[src/rtl/cnt_arb.sv]
// cnt_arb: one shared modulo counter time-shared among NREQ requesters.
// Define CNT_ARB_PRIO_EN for fixed-priority arbitration instead of round-robin.
module cnt_arb #(
  parameter int NREQ = 4,
  parameter int W    = 4
) (
  input  logic              clk,
  input  logic              rst,
  input  logic [NREQ-1:0]   req,
  input  logic [NREQ*W-1:0] ceil_i,
  input  logic [2:0]        reps,
  output logic [NREQ-1:0]   gnt,
  output logic [W-1:0]      cnt,
  output logic              co,
  output logic [NREQ-1:0]   done,
  output logic              busy
);

  localparam int PW = (NREQ > 1) ? $clog2(NREQ) : 1;

  typedef enum logic [1:0] {
    S_IDLE = 2'd0,
    S_RUN  = 2'd1,
    S_DONE = 2'd2
  } state_t;

  state_t          r_state;
  state_t          w_state_nxt;
  logic [NREQ-1:0] r_gnt;
  logic [NREQ-1:0] w_gnt_nxt;
  logic [W-1:0]    r_cnt;
  logic [W-1:0]    w_cnt_nxt;
  logic [W-1:0]    r_ceil;
  logic [W-1:0]    w_ceil_nxt;
  logic [2:0]      r_per;
  logic [2:0]      w_per_nxt;
  logic [2:0]      r_reps;
  logic [2:0]      w_reps_nxt;

  logic [PW-1:0]   w_win;
  logic            w_any;
  logic            w_tc;
  logic            w_abort;
  logic            w_s_idle;
  logic            w_s_run;
  logic            w_s_done;

`ifndef CNT_ARB_PRIO_EN
  logic [PW-1:0]   r_ptr;
  logic [PW-1:0]   w_ptr_nxt;
`endif

  // Winner select; scanning downward leaves the closest match last.
`ifdef CNT_ARB_PRIO_EN
  always_comb begin
    w_win = '0;
    w_any = 1'b0;
    for (int i = NREQ - 1; i >= 0; i--) begin
      if (req[i]) begin
        w_win = PW'(i);
        w_any = 1'b1;
      end
    end
  end
`else
  always_comb begin
    w_win = '0;
    w_any = 1'b0;
    for (int i = NREQ - 1; i >= 0; i--) begin
      if (req[(int'(r_ptr) + i) % NREQ]) begin
        w_win = PW'((int'(r_ptr) + i) % NREQ);
        w_any = 1'b1;
      end
    end
  end
`endif

  assign w_s_idle = (r_state == S_IDLE);
  assign w_s_run  = (r_state == S_RUN);
  assign w_s_done = (r_state == S_DONE);

  assign w_tc    = (r_cnt == r_ceil);
  assign w_abort = ~|(req & r_gnt);

  assign gnt  = r_gnt;
  assign cnt  = r_cnt;
  assign co   = w_s_run & w_tc;
  assign done = w_s_done ? r_gnt : '0;
  assign busy = w_s_run | w_s_done;

  always_comb begin
    w_state_nxt = r_state;
    w_gnt_nxt   = r_gnt;
    w_cnt_nxt   = r_cnt;
    w_ceil_nxt  = r_ceil;
    w_per_nxt   = r_per;
    w_reps_nxt  = r_reps;
`ifndef CNT_ARB_PRIO_EN
    w_ptr_nxt   = r_ptr;
`endif
    unique case (1'b1)
      w_s_idle: begin
        w_gnt_nxt = '0;
        w_cnt_nxt = '0;
        if (w_any) begin
          w_state_nxt = S_RUN;
          w_gnt_nxt   = NREQ'(1) << w_win;
          w_per_nxt   = '0;
          w_ceil_nxt  = ceil_i[int'(w_win)*W +: W];
          w_reps_nxt  = reps;
`ifndef CNT_ARB_PRIO_EN
          w_ptr_nxt   = PW'((int'(w_win) + 1) % NREQ);
`endif
        end
      end
      w_s_run: begin
        if (w_abort) begin
          w_state_nxt = S_IDLE;
          w_gnt_nxt   = '0;
          w_cnt_nxt   = '0;
        end else if (w_tc) begin
          w_cnt_nxt = '0;
          if (r_per == r_reps) begin
            w_state_nxt = S_DONE;
          end else begin
            w_per_nxt = r_per + 3'd1;
          end
        end else begin
          w_cnt_nxt = r_cnt + W'(1);
        end
      end
      w_s_done: begin
        w_state_nxt = S_IDLE;
        w_gnt_nxt   = '0;
        w_cnt_nxt   = '0;
      end
      default: begin
        w_state_nxt = S_IDLE;
        w_gnt_nxt   = '0;
        w_cnt_nxt   = '0;
      end
    endcase
  end

  always_ff @(posedge clk) begin
    if (rst) begin
      r_state <= S_IDLE;
      r_gnt   <= '0;
      r_cnt   <= '0;
      r_ceil  <= '0;
      r_per   <= '0;
      r_reps  <= '0;
`ifndef CNT_ARB_PRIO_EN
      r_ptr   <= '0;
`endif
    end else begin
      r_state <= w_state_nxt;
      r_gnt   <= w_gnt_nxt;
      r_cnt   <= w_cnt_nxt;
      r_ceil  <= w_ceil_nxt;
      r_per   <= w_per_nxt;
      r_reps  <= w_reps_nxt;
`ifndef CNT_ARB_PRIO_EN
      r_ptr   <= w_ptr_nxt;
`endif
    end
  end

endmodule

[config.mk]
export PLATFORM = sky130hd
export DESIGN_NAME = cnt_arb
export DESIGN_NICKNAME = d
export VERILOG_FILES = /design/src/rtl/cnt_arb.sv
export SDC_FILE = /design/constraint.sdc
export NUM_CORES = 1
export LEC_CHECK = 0
export BUFFER_PORTS_ARGS = -buffer_cell sky130_fd_sc_hd__buf_4
export CORE_MARGIN = 1
export CORE_UTILIZATION = 54
export DETAILED_ROUTE_END_ITERATION = 7
export GPL_ROUTABILITY_DRIVEN = 0
export PLACE_DENSITY = 0.84
export SLEW_MARGIN = 10
export SYNTH_ARGS = -nofsm -noshare
export SYNTH_HDL_FRONTEND = slang
export SYNTH_SLANG_ARGS = --single-unit
[constraint.sdc]
create_clock -name clk -period 3.3 [get_ports clk]
set_input_delay 0.165 -clock clk [delete_from_list [all_inputs] [get_ports clk]]
set_output_delay 0.165 -clock clk [all_outputs]
set_load 0.01 [all_outputs]
# After elaboration in Yosys (flattened, before gate mapping)
# Index checks and enable logic that the tools add are counted.
# word_totals
reg_bits	22
in_bits	25
out_inout_bits	14
word_cells	81
# op_classes
n_addsub	6
order_cmp	4
n_eq_ne	11
n_shift	2
muxes	33
bitwise_logic	8
reduce_logical	10
# op_table
op	count
2-bit two-way mux	8
16-bit by 5-bit variable part select with 4-bit output	1
3-bit by 4-bit < comparator with 1-bit output (second input constant)	3
3-bit two-way mux	4
4-bit two-way mux	3
1-bit two-way mux	11
1-bit binary-select mux with 2-bit select	4
2-bit inequality test (second input constant)	4
4-bit case mux with 2 select lines	1
4-bit OR reduction	2
3-bit case mux with 2 select lines	1
2-bit OR reduction	3
5-bit AND reduction	1
2-bit by 1-bit adder with 2-bit output (second input constant)	2
2-bit adder (second input constant)	2
4-bit by 1-bit adder with 4-bit output (second input constant)	1
4-bit bitwise AND	1
4-bit equality test	1
2-bit case mux with 2 select lines	1
1-bit by 2-bit left shift with 4-bit output (first input constant)	1
3-bit by 1-bit adder with 3-bit output (second input constant)	1
1-bit bitwise AND (first input constant)	3
3-bit equality test	1
2-bit by 3-bit < comparator with 1-bit output (second input constant)	1
other kinds (12)	13

# Longest topological paths before layout
# Gate-level depths: netlist of the first run.
# depth
depth_word	13
ltp_mapped	8
depth_no_buf	7

# Worst setup path after synthesis of the first run
# No wires, ideal clock.
# synth_timing
kind	flip-flop to flip-flop
startpoint	register r_ptr[1]
endpoint	register r_ptr[1]
setup_time_ps	86
arrival_ps	1571
required_ps	3214
setup_slack_ps	1643
stages_incl_launch_ff	8
cell_sequence	dfxtp_1 > mux2i_1 > o22ai_1 > nor2_1 > buf_4 > inv_1 > ha_1 > a211oi_1
# synth_between
elab_chain_len	9
elab_cells_between_ends	24
cone_classes	add/sub: 4; mux: 19; reduce/logical: 1
# synth_lines
item	line_no	text
start: declaration	49	logic [PW-1:0] r_ptr;
start signal: assignment	164	r_ptr <= w_ptr_nxt;
2-bit adder	70, 71	
1-bit binary-select mux with 2-bit select	70	if (req[(int'(r_ptr) + i) % NREQ]) begin
1-bit two-way mux (implied by the code) (2 in a row)	70	
2-bit two-way mux or 1-bit two-way mux (tied branches) (4 in a row)	70	
2-bit by 1-bit adder with 2-bit output or 2-bit AND reduction (tied branches)	--	
# Several ways; a longest one is shown, not always the timed one. The select of a mux whose other input is x is not followed.
# A chain may end at the register's enable or synchronous reset.

# Worst setup path after layout of the first run
# layout_timing
startpoint	register r_state[1]
endpoint	register r_per[2]
# layout_between
elab_chain_len	3
elab_cells_between_ends	9
cone_classes	eq/ne: 5; mux: 1; reduce/logical: 3
# layout_lines
item	line_no	text
start: declaration	27	state_t r_state;
start signal: assignment	157	r_state <= w_state_nxt;
2-bit by 1-bit equality test with 1-bit output or 2-bit logical NOT (tied branches)	79, 78	
2-bit inequality test (no line), or another cell as far along	--	
5-bit AND reduction (no line)	--	
end signal: assignment	161	r_per <= w_per_nxt;
end: declaration	35	logic [2:0] r_per;
# Several ways; a longest one is shown, not always the timed one.

==> results of run 1 <==
## cell usage in the layout, fill, tap and decap left out, drive strengths merged
cell    count
a211oi      2
a21boi      1
a21oi      11
a22oi       2
a31o        1
a31oi       2
a32o        1
and2        6
and4bb      1
buf        39
clkbuf      4
dfxtp      22
ha          8
inv         9
mux2i       9
nand2      18
nand2b      3
nand3      10
nand3b      1
nand4       1
nor2        9
nor3        2
nor3b       1
nor4        1
o21a        1
o21ai       1
o221a       1
o221ai      4
o22a        1
o22ai       1
o41ai       1
or3         1
or3b        1
xnor2       6
xor2        3
## routing by layer
| layer | global-route usage [%] | up-vias | share of wire, % |
|---|---|---|---|
| li1 | - | 595 | - |
| met1 | 29.2 | 568 | 38 |
| met2 | 51.3 | 51 | 53 |
| met3 | 3.03 | 12 | 5.8 |
| met4 | 16.2 | 0 | 3.4 |
| met5 | 0 | - | 0 |
## power by group through the flow
stage / Combinational [mW] / Sequential [mW] / Clock [mW]
after floorplan: 0.160 / 0.321 / 0
after global placement: 0.226 / 0.325 / 0
after detailed placement: 0.237 / 0.326 / 0
after CTS: 0.239 / 0.321 / 0.153
after global routing: 0.265 / 0.325 / 0.164
final: 0.240 / 0.322 / 0.154
## area by class of cell
| type | count | area, um^2 |
|---|---|---|
| multi-input combinational | 111 | 764 |
| fill | 194 | 609 |
| sequential | 22 | 440 |
| timing repair buffer | 39 | 293 |
| clock buffer | 4 | 36.3 |
| tap | 28 | 35.0 |
| inverter | 9 | 33.8 |
## path summary, 6_finish.rpt
check	from	to	slack, ps
setup / recovery	r_state[1]$_SDFFE_PP0P_	r_per[2]$_SDFFE_PP0P_	1490
hold / removal	reps[1]	r_reps[1]$_SDFFE_PP0P_	90
setup reg to reg	r_state[1]$_SDFFE_PP0P_	r_per[2]$_SDFFE_PP0P_	1490
hold reg to reg	r_reps[0]$_SDFFE_PP0P_	r_reps[0]$_SDFFE_PP0P_	490
## state kept, by name, summed over array words and instances (netlist names)
register	cells
cnt	4
gnt	4
r_ceil	4
r_per	3
r_reps	3
r_ptr	2
r_state	2
## worst min-delay path: stages
cell and delay [ps]:
buf_4 110, nand2_1 50, a21oi_1 50
## through the flow
step	worst slack, ps	std cells	hold WS (ps)
floorplan	1640	146	301
global route	1320	213	95.4
detailed placement	1530	209	430
global placement	1580	209	415
finish	1490	213	89.9
CTS	1500	213	91.8
## kinds of logic after synthesis
family | count (synthesis)
flip-flops | 22
AO/OA/AOI/OAI | 30
buffers and inverters | 13
XOR/XNOR | 9
AND/OR/NAND/NOR | 55
multiplexers | 9
adder cells (fa/ha/maj) | 8
==> flow_summary.json, run 1 <==
{
  "status": "complete, no violations",
  "gr-total-overflow": 0,
  "fin_nets": 219,
  "hold_viol_final": 0,
  "cp_num_cells": 6,
  "slew_viol_final": 0,
  "synth_xor_area_share_pct": 6.26,
  "cts.clk_slew.worst_paths_ps": 120,
  "drive_gt1_share_pct": 25.9,
  "holdPathStages": 3,
  "synth_cell_types": 37,
  "worstMarginPinSlew_ps": 692,
  "switching_share_pct": 34.0,
  "synth_top_family_by_area": "simple AND/OR/NAND/NOR gates",
  "p_switching_mw": 0.244,
  "utilization_pct": 72.5,
  "path_class": "register to register",
  "pwr-share-seq_pct": 45.0,
  "cts_resized": 0,
  "port_buffers": 38,
  "synth_area_leader_cell": "dfxtp_1",
  "comb_power_share_pct": 33.6,
  "wl_mm": 3.17,
  "period_minus_slack_ps": 1810,
  "cap_violations": 0,
  "rows": 17,
  "drt_iter0_markers": 27,
  "power.density_nw_per_um2": 447,
  "post-cts-setup-buffer-count": 0,
  "skew_ps": 4.51,
  "syn_to_final_growth_pct": 27.3,
  "cts_root_buffer": "clkbuf_4",
  "cp_max_fo": 8,
  "yosysTopAreaCellShare_pct": 35.0,
  "grt_pass1_vias": 1215,
  "fin_setup_tns_ps": 0,
  "rsz0062_at_grt": "false",
  "synthMuxAreaShare_pct": 7.16,
  "grt_usage_pct": 27.5,
  "cts_tree": "done",
  "cts_buffers": 3,
  "clk_latency_ps": 310,
  "fin_crit_sh_pct": 54.8,
  "synth_nets": 179,
  "yosysSeqAreaShare_pct": 35.0,
  "design_area_um2": 1600,
  "yosysMostFrequentCell": "dfxtp_1",
  "netlist_area_um2": 1260,
  "cts.path.max_buffers": 2,
  "drc": 0,
  "core_area_um2": 2210,
  "crit_required_ps": 3540,
  "grt_max_degree": 15,
  "dpl_cell_area_um2": 1570,
  "synth_compound_area_share_pct": 17.7,
  "worstPathArrival_ps": 2050,
  "n_antenna_cell": 0,
  "setup_viol": 0,
  "synthTopCellsByArea": "dfxtp_1 (35%), ha_1 (8.0%), mux2i_1 (7.2%)",
  "syn_inst": 146,
  "timing.fmax_ghz": 0.553,
  "critPathBufInv": 1,
  "antenna_found_initial": 0,
  "fin_total_pwr_mw": 0.716,
  "start_kind": "register",
  "synth_commonest_cells": "dfxtp_1 (22), nand2_1 (18), a21oi_1 (11)",
  "max_stage_delay_ps": 390,
  "reg2regPathDepth": 6,
  "die_area_um2": 2530,
  "synthArstFlopShare_pct": 0,
  "hold_class": "input port to register",
  "firstDrtPassIters": 4,
  "synthFlopType": "dfxtp_1",
  "p_leak_nw": 0.715,
  "cp-end-kind": "register",
  "p_int_mw": 0.472,
  "grt_first_pass_wirelength_mm": 5.26,
  "io_pins": 39,
  "hpwl_mm": 2.46,
  "htree_num_levels": 1,
  "yosys_register_bits": 22,
  "p_clk_share_pct": 21.4,
  "vias": 1226,
  "critPathSlowestCell": "or3b_1",
  "post_drt_wl_per_cell_um": 14.9,
  "ir_drop_mv": 0.309,
  "syn_avg_cell_area_um2": 8.62,
  "synth_edf_count": 0,
  "critPathTopFamily": "compound AO/OA/AOI/OAI gates",
  "start_util_pct": 56.9,
  "die_w_um": 50.3,
  "via_per_inst": 5.76,
  "postCtsHoldBufs": 0,
  "relSlewSlack_pct": 53.7,
  "ant_nets": 0,
  "dieHeight_um": 50.3,
  "synth-simple-area-share_pct": 21.7,
  "path_cells": "inv_1 -> ha_1 -> a21boi_4 -> nand3_1 -> or3b_1 -> a31oi_1",
  "cts_sinks": 22,
  "synth_fa_ha_area_share_pct": 7.95,
  "ys_warn_count": 0
}
No activity file was read; power rests on OpenSTA's default activity.
==> run 2: changes to the inputs <==
--- a/config.mk
+++ b/config.mk
@@ -5,12 +5,13 @@
 export SDC_FILE = /design/constraint.sdc
 export NUM_CORES = 1
 export LEC_CHECK = 0
+export ABC_AREA = 1
 export BUFFER_PORTS_ARGS = -buffer_cell sky130_fd_sc_hd__buf_4
 export CORE_MARGIN = 1
-export CORE_UTILIZATION = 54
+export CORE_UTILIZATION = 53
 export DETAILED_ROUTE_END_ITERATION = 7
 export GPL_ROUTABILITY_DRIVEN = 0
-export PLACE_DENSITY = 0.84
+export PLACE_DENSITY = 0.8
 export SLEW_MARGIN = 10
 export SYNTH_ARGS = -nofsm -noshare
 export SYNTH_HDL_FRONTEND = slang
==> constraint.sdc (replaced) <==
create_clock -name clk -period 1.7 [get_ports clk]
set_input_delay 0.085 -clock clk [delete_from_list [all_inputs] [get_ports clk]]
set_output_delay 0.085 -clock clk [all_outputs]
set_load 0.01 [all_outputs]
==> run 2 against run 1 <==
Register-to-register slack got worse by 1600 ps. First-iteration DRC count rose to 4.4 times the previous value. Largest cell class unchanged. Final cell count rose by 56%. Die area rose by 25%. Critical path depth rose by 8. Clock-buffer cell count fell by 1. Total power rose to 6.8 times the previous value. Global-route usage fell by 4.1 points. Area after synthesis rose by 24%. The flow now finishes with violations (setup timing). Critical endpoint is now r_ceil[2]$_SDFFE_PP0P_. Via count rose by 46%. Fmax fell by 0.31%.
==> flow_summary.json, run 2 <==
{
  "cts_root_buffer": "clkbuf_4",
  "cts.path.max_buffers": 2,
  "p_leak_nw": 1.22,
  "synth_commonest_cells": "nand2_1 (59), inv_1 (41), nand3_1 (29)",
  "p_int_mw": 2.34,
  "drt_iter0_markers": 119,
  "synth_nets": 273,
  "cp_max_fo": 8,
  "worstMarginPinSlew_ps": 394,
  "htree_num_levels": 1,
  "hold_class": "input port to register",
  "post_drt_wl_per_cell_um": 14.8,
  "die_area_um2": 3160,
  "start_util_pct": 56.1,
  "syn_avg_cell_area_um2": 6.50,
  "gr-total-overflow": 0,
  "final_cell_mix": "buf_4 (53), nand2_1 (40), inv_1 (37), nor2_1 (23)",
  "synthTopCellsByArea": "dfxtp_1 (28%), nand2_1 (14%), inv_1 (9.9%)",
  "synth_compound_area_share_pct": 8.59,
  "grt_first_pass_wirelength_mm": 6.04,
  "hold_viol_final": 0,
  "vias": 1790,
  "cp_num_cells": 14,
  "post-place-cells": 322,
  "synth_cell_types": 27,
  "max_stage_delay_ps": 410,
  "hpwl_mm": 2.71,
  "cts_tree": "done",
  "synthArstFlopShare_pct": 0,
  "n_antenna_cell": 0,
  "p_switching_mw": 2.52,
  "critPathTopFamily": "simple AND/OR/NAND/NOR gates",
  "layout_setup_ws_ps": -114,
  "grt_usage_pct": 23.4,
  "rows": 19,
  "grt_pass1_vias": 1428,
  "power.density_nw_per_um2": 2070,
  "skew_ps": 2.99,
  "via_per_inst": 5.39,
  "holdPathStages": 3,
  "synthFlopType": "dfxtp_1",
  "firstDrtPassIters": 7,
  "grt_max_degree": 14,
  "critPathSlowestCell": "dfxtp_4",
  "cp-end-kind": "register",
  "synth_top_family_by_area": "simple AND/OR/NAND/NOR gates",
  "synth_edf_count": 0,
  "final_cells": 332,
  "antenna_found_initial": 0,
  "syn_to_final_growth_pct": 50.2,
  "period_minus_slack_ps": 1810,
  "rsz0062_at_grt": "true",
  "pwr-share-seq_pct": 18.2,
  "p_clk_share_pct": 5.0,
  "synth_area_leader_cell": "dfxtp_1",
  "comb_power_share_pct": 76.7,
  "cap_violations": 0,
  "status": "finished, violations left",
  "yosysTopAreaCellShare_pct": 28.3,
  "layout_commonest_cell": "buf_4",
  "port_buffers": 38,
  "synth-simple-area-share_pct": 38.8,
  "violations": "setup timing",
  "clk_latency_ps": 320,
  "synthMuxAreaShare_pct": 0,
  "io_pins": 39,
  "drive_gt1_share_pct": 43.5,
  "syn_inst": 240,
  "slew_viol_final": 0,
  "critPathBufInv": 4,
  "crit_required_ps": 1970,
  "die_w_um": 56.2,
  "synth_fa_ha_area_share_pct": 6.42,
  "yosysSeqAreaShare_pct": 28.3,
  "timing.fmax_ghz": 0.551,
  "yosys_register_bits": 22,
  "path_cells": "inv_4 -> nand2_1 -> nand2_2 -> nand2_2 -> nand2_4 -> buf_6 -> o21ai_4 -> nand2_8 -> buf_6 -> nand3_1 -> nand3_2 -> nand3_2 -> nand2_1 -> inv_1",
  "relSlewSlack_pct": 73.4,
  "drc": 0,
  "ys_warn_count": 0,
  "ir_drop_mv": 1.64,
  "netlist_area_um2": 1560,
  "fin_crit_sh_pct": 107,
  "cts_sinks": 22,
  "fin_nets": 336,
  "switching_share_pct": 51.9,
  "worstPathArrival_ps": 2090,
  "ant_nets": 0,
  "fillers": 167,
  "core_area_um2": 2780,
  "yosysMostFrequentCell": "nand2_1",
  "wl_mm": 4.91,
  "cts_buffers": 3,
  "setup_viol": 11,
  "start_kind": "register",
  "dieHeight_um": 56.2,
  "cts.clk_slew.worst_paths_ps": 120,
  "path_class": "register to register",
  "reg2regPathDepth": 14,
  "synth_xor_area_share_pct": 5.06,
  "fin_setup_tns_ps": -523
}
-- run 2: worst reg2reg max path: stages (launching register included) --
cell,delay [ps]
dfxtp_4,410
inv_4,60
nand2_1,80
nand2_2,90
nand2_2,110
nand2_4,60
buf_6,130
o21ai_4,200
nand2_8,110
buf_6,150
nand3_1,80
nand3_2,100
nand3_2,80
nand2_1,60
inv_1,50
-- run 2: logic make-up (layout without fill, tap and decap cells) --
kind of cell    after synthesis  count (layout)
fa+ha+maj                     8               8
buf+inv                      46             106
xor+xnor                      9               9
flops                        22              22
simple gates                132             133
compound gates               23              23
-- run 2: worst paths after layout --
path,endpoint,slack (ps),startpoint
min reg2reg,r_state[0]$_SDFFE_PP0P_,490,r_state[0]$_SDFFE_PP0P_
min,r_reps[0]$_SDFFE_PP0P_,3,reps[0]
max,r_ceil[2]$_SDFFE_PP0P_,-110,r_ptr[1]$_SDFFE_PP0P_
max reg2reg,r_ceil[2]$_SDFFE_PP0P_,-110,r_ptr[1]$_SDFFE_PP0P_
-- run 2: area by class of cell --
class	instances	area (um^2)	area share (%)
Sequential cell	22	448	19.1
Multi-Input combinational cell	173	1180	50.5
Clock buffer	3	22.5	0.962
Inverter	43	174	7.43
Timing Repair Buffer	60	477	20.4
Tap cell	31	38.8	1.66
-- run 2: routing by layer --
metal	GRT usage [%]	part of all wire (%)	vias up
met5	0	0	-
met4	2.79	3.1	0
met3	5.58	7.6	24
met2	41.8	50	109
met1	29.4	39	788
li1	-	-	869
-- run 2: per-stage QoR --
step | setup slack (ps) | utilization (%) | hold WS [ps] | instance area (um^2) | total power [mW]
final | -114 | 84.2 | 3.18 | 2340 | 4.85
after global routing | -178 | 84.2 | 6.25 | 2340 | 5.13
after global placement | -45.7 | 70.7 | 318 | 1970 | 3.21
after CTS | -2.30 | 73.5 | 1.56 | 2040 | 3.68
after floorplan | 65.9 | - | 220 | 1560 | 2.60
after detailed placement | -61.8 | 70.7 | 325 | 1970 | 3.26
-- run 2: timing repair --
item                                    in CTS  in global routing
endpoints found under the setup margin      11                 15
buffers inserted                             3                  3
endpoints found under the hold margin        0                  0
cloned                                       0                  1
gates resized for setup                      9                 65
pin swaps                                    0                 27
hold buffers                                 0                  0
-- run 2: power by group through the flow --
stage	clock network, mW	logic [mW]	registers (mW)
6_report	0.244	3.72	0.885
5_1_grt	0.257	3.97	0.898
4_1_cts	0.237	2.60	0.844
3_5_place_dp	0	2.41	0.847
3_3_place_gp	0	2.37	0.848
2_1_floorplan	0	1.76	0.838
==> run 3: changes to the inputs <==
--- a/config.mk
+++ b/config.mk
@@ -7,6 +7,7 @@
 export LEC_CHECK = 0
 export ABC_AREA = 1
 export BUFFER_PORTS_ARGS = -buffer_cell sky130_fd_sc_hd__buf_4
+export CORE_ASPECT_RATIO = 0.6
 export CORE_MARGIN = 1
 export CORE_UTILIZATION = 53
 export DETAILED_ROUTE_END_ITERATION = 7
==> run 3 against run 2 <==
Clock power is 55% higher. Hold slack better by 38 ps. Wire length is 2.0% higher. The flow still finishes with violations (setup timing). Sequential cell count stayed put. Largest power group unchanged. Critical endpoint is now gnt[0]$_SDFFE_PP0P_.
==> flow_summary.json, run 3 (same netlist as run 2, synthesis figures left out) <==
{
  "io_pins": 39,
  "die_w_um": 72.0,
  "dpl_cell_area_um2": 1950,
  "wl_mm": 5.01,
  "rsz0062_at_grt": "true",
  "port_buffers": 38,
  "fin_total_pwr_mw": 4.75,
  "rows": 14,
  "grt_usage_pct": 23.9,
  "p_leak_nw": 1.21,
  "min_to": "r_reps[0]$_SDFFE_PP0P_",
  "via_per_inst": 5.49,
  "syn_to_final_growth_pct": 47.0,
  "relSlewSlack_pct": 70.8,
  "cap_violations": 0,
  "whs_ps": 40.7,
  "die_area_um2": 3170,
  "ant_nets": 0,
  "drc": 0,
  "design_area_um2": 2290,
  "slew_viol_final": 0,
  "cp_max_fo": 6,
  "start_kind": "register",
  "dieHeight_um": 44.0,
  "n_antenna_cell": 0,
  "post_drt_wl_per_cell_um": 14.9,
  "hold_class": "input port to register",
  "r2r_end": "gnt[0]$_SDFFE_PP0P_",
  "hpwl_mm": 2.78,
  "clk_latency_ps": 270,
  "reg2reg_slack_ps": -80,
  "setup_viol": 10,
  "firstDrtPassIters": 5,
  "layout_commonest_cell": "buf_4",
  "vias": 1846,
  "fin_setup_tns_ps": -349,
  "cts_sinks": 22,
  "cp-end-kind": "register",
  "grt_max_degree": 13,
  "worstPathArrival_ps": 1930,
  "drive_gt1_share_pct": 36.8,
  "holdPathStages": 3,
  "start_util_pct": 58.9,
  "cts.path.max_buffers": 2,
  "layout_setup_ws_ps": -84.7,
  "violations": "setup timing",
  "crit_required_ps": 1840,
  "cts.clk_slew.worst_paths_ps": 80,
  "r2r-start": "r_ptr[1]$_SDFFE_PP0P_",
  "reg2regPathDepth": 14,
  "status": "finished, violations left",
  "min-delay-start": "reps[0]",
  "grt_first_pass_wirelength_mm": 5.86,
  "htree_num_levels": 1,
  "antenna_found_initial": 0,
  "hold_viol_final": 0,
  "final_cell_mix": "buf_4 (49), nand2_1 (43), inv_1 (39), nand3_1 (28), dfxtp_1 (20)",
  "cts_root_buffer": "clkbuf_8",
  "fin_crit_sh_pct": 105,
  "period_minus_slack_ps": 1780,
  "grt_pass1_vias": 1400,
  "drt_iter0_markers": 173,
  "worstMarginPinSlew_ps": 433,
  "cts_tree": "done",
  "fin_nets": 330,
  "skew_ps": 10.5,
  "cts_buffers": 3,
  "power.density_nw_per_um2": 2070,
  "post-place-cells": 326,
  "core_area_um2": 2650,
  "path_class": "register to register",
  "final_cells": 336,
  "gr-total-overflow": 0,
  "timing.fmax_ghz": 0.560,
  "fillers": 145,
  "ir_drop_mv": 1.17
}
-- run 3: cell types whose count changed in the layout (fill, tap and decap cells not counted), sizes merged --
cell	before	now
buf	60	53
clkbuf	3	5
-- run 3: layer usage --
| metal | up-vias | routed length (um) | share of wire, % | global-route usage [%] |
|---|---|---|---|---|
| met5 | - | 0 | 0 | 0 |
| met4 | 0 | 302 | 6.0 | 3.53 |
| met3 | 40 | 473 | 9.5 | 4.78 |
| met2 | 141 | 2190 | 44 | 39.6 |
| met1 | 806 | 2030 | 41 | 33.5 |
| li1 | 859 | - | - | - |
-- run 3: worst max-delay path by stage --
stage | from | slack (ps) | depth (start not counted) | endpoint
floorplan | r_ptr[1]$_SDFFE_PP0P_ | 70 | 13 | gnt[1]$_SDFFE_PP0P_
global placement | r_ptr[0]$_SDFFE_PP0P_ | 40 | 11 | r_ceil[3]$_SDFFE_PP0P_
detailed placement | r_ptr[1]$_SDFFE_PP0P_ | 30 | 12 | gnt[1]$_SDFFE_PP0P_
CTS | r_ptr[1]$_SDFFE_PP0P_ | -6 | 12 | r_ceil[2]$_SDFFE_PP0P_
global route | r_state[1]$_SDFFE_PP0P_ | -150 | 10 | r_per[1]$_SDFFE_PP0P_
finish | r_ptr[1]$_SDFFE_PP0P_ | -80 | 14 | gnt[0]$_SDFFE_PP0P_
-- run 3: per-stage QoR --
stage,setup slack [ps],utilization [%]
6_report,-84.7,86.7
5_1_grt,-154,86.7
4_1_cts,-5.59,75.9
3_5_place_dp,34.9,73.8
3_3_place_gp,37.8,73.8
2_1_floorplan,65.9,-
-- run 3: critical path: stages (launching register included) --
cell and delay (ps):
dfxtp_4 380, inv_4 90, nand2_1 110, nand2_4 110, nand2_4 70, nand2_8 80
inv_1 40, nand2_1 50, nand2_1 40, nand2_1 90, nand2_2 80, buf_6 140
ha_1 190, nand2_1 100, a21oi_1 70
-- run 3: final cells by class --
class | instances | area, um^2 | share of cell area [%]
Clock buffer | 4 | 55.1 | 2.40
Inverter | 43 | 171 | 7.48
Multi-Input combinational cell | 173 | 1120 | 48.9
Sequential cell | 22 | 448 | 19.5
Tap cell | 40 | 50.0 | 2.18
Timing Repair Buffer | 54 | 447 | 19.5
-- run 3: power by group --
| group | leakage (nW) | total [mW] | internal [mW] | switching (mW) |
|---|---|---|---|---|
| combinational | 1.00 | 3.47 | 1.43 | 2.04 |
| clock | 0.0288 | 0.377 | 0.207 | 0.170 |
| sequential | 0.182 | 0.902 | 0.699 | 0.203 |
-- run 3: timing repair --
| action | CTS | global route |
|---|---|---|
| hold buffers | 0 | 0 |
| gates cloned | 0 | 2 |
| setup endpoints to repair | 1 | 18 |
| pin swaps | 0 | 21 |
| setup buffers | 0 | 4 |
| resized for setup | 0 | 59 |
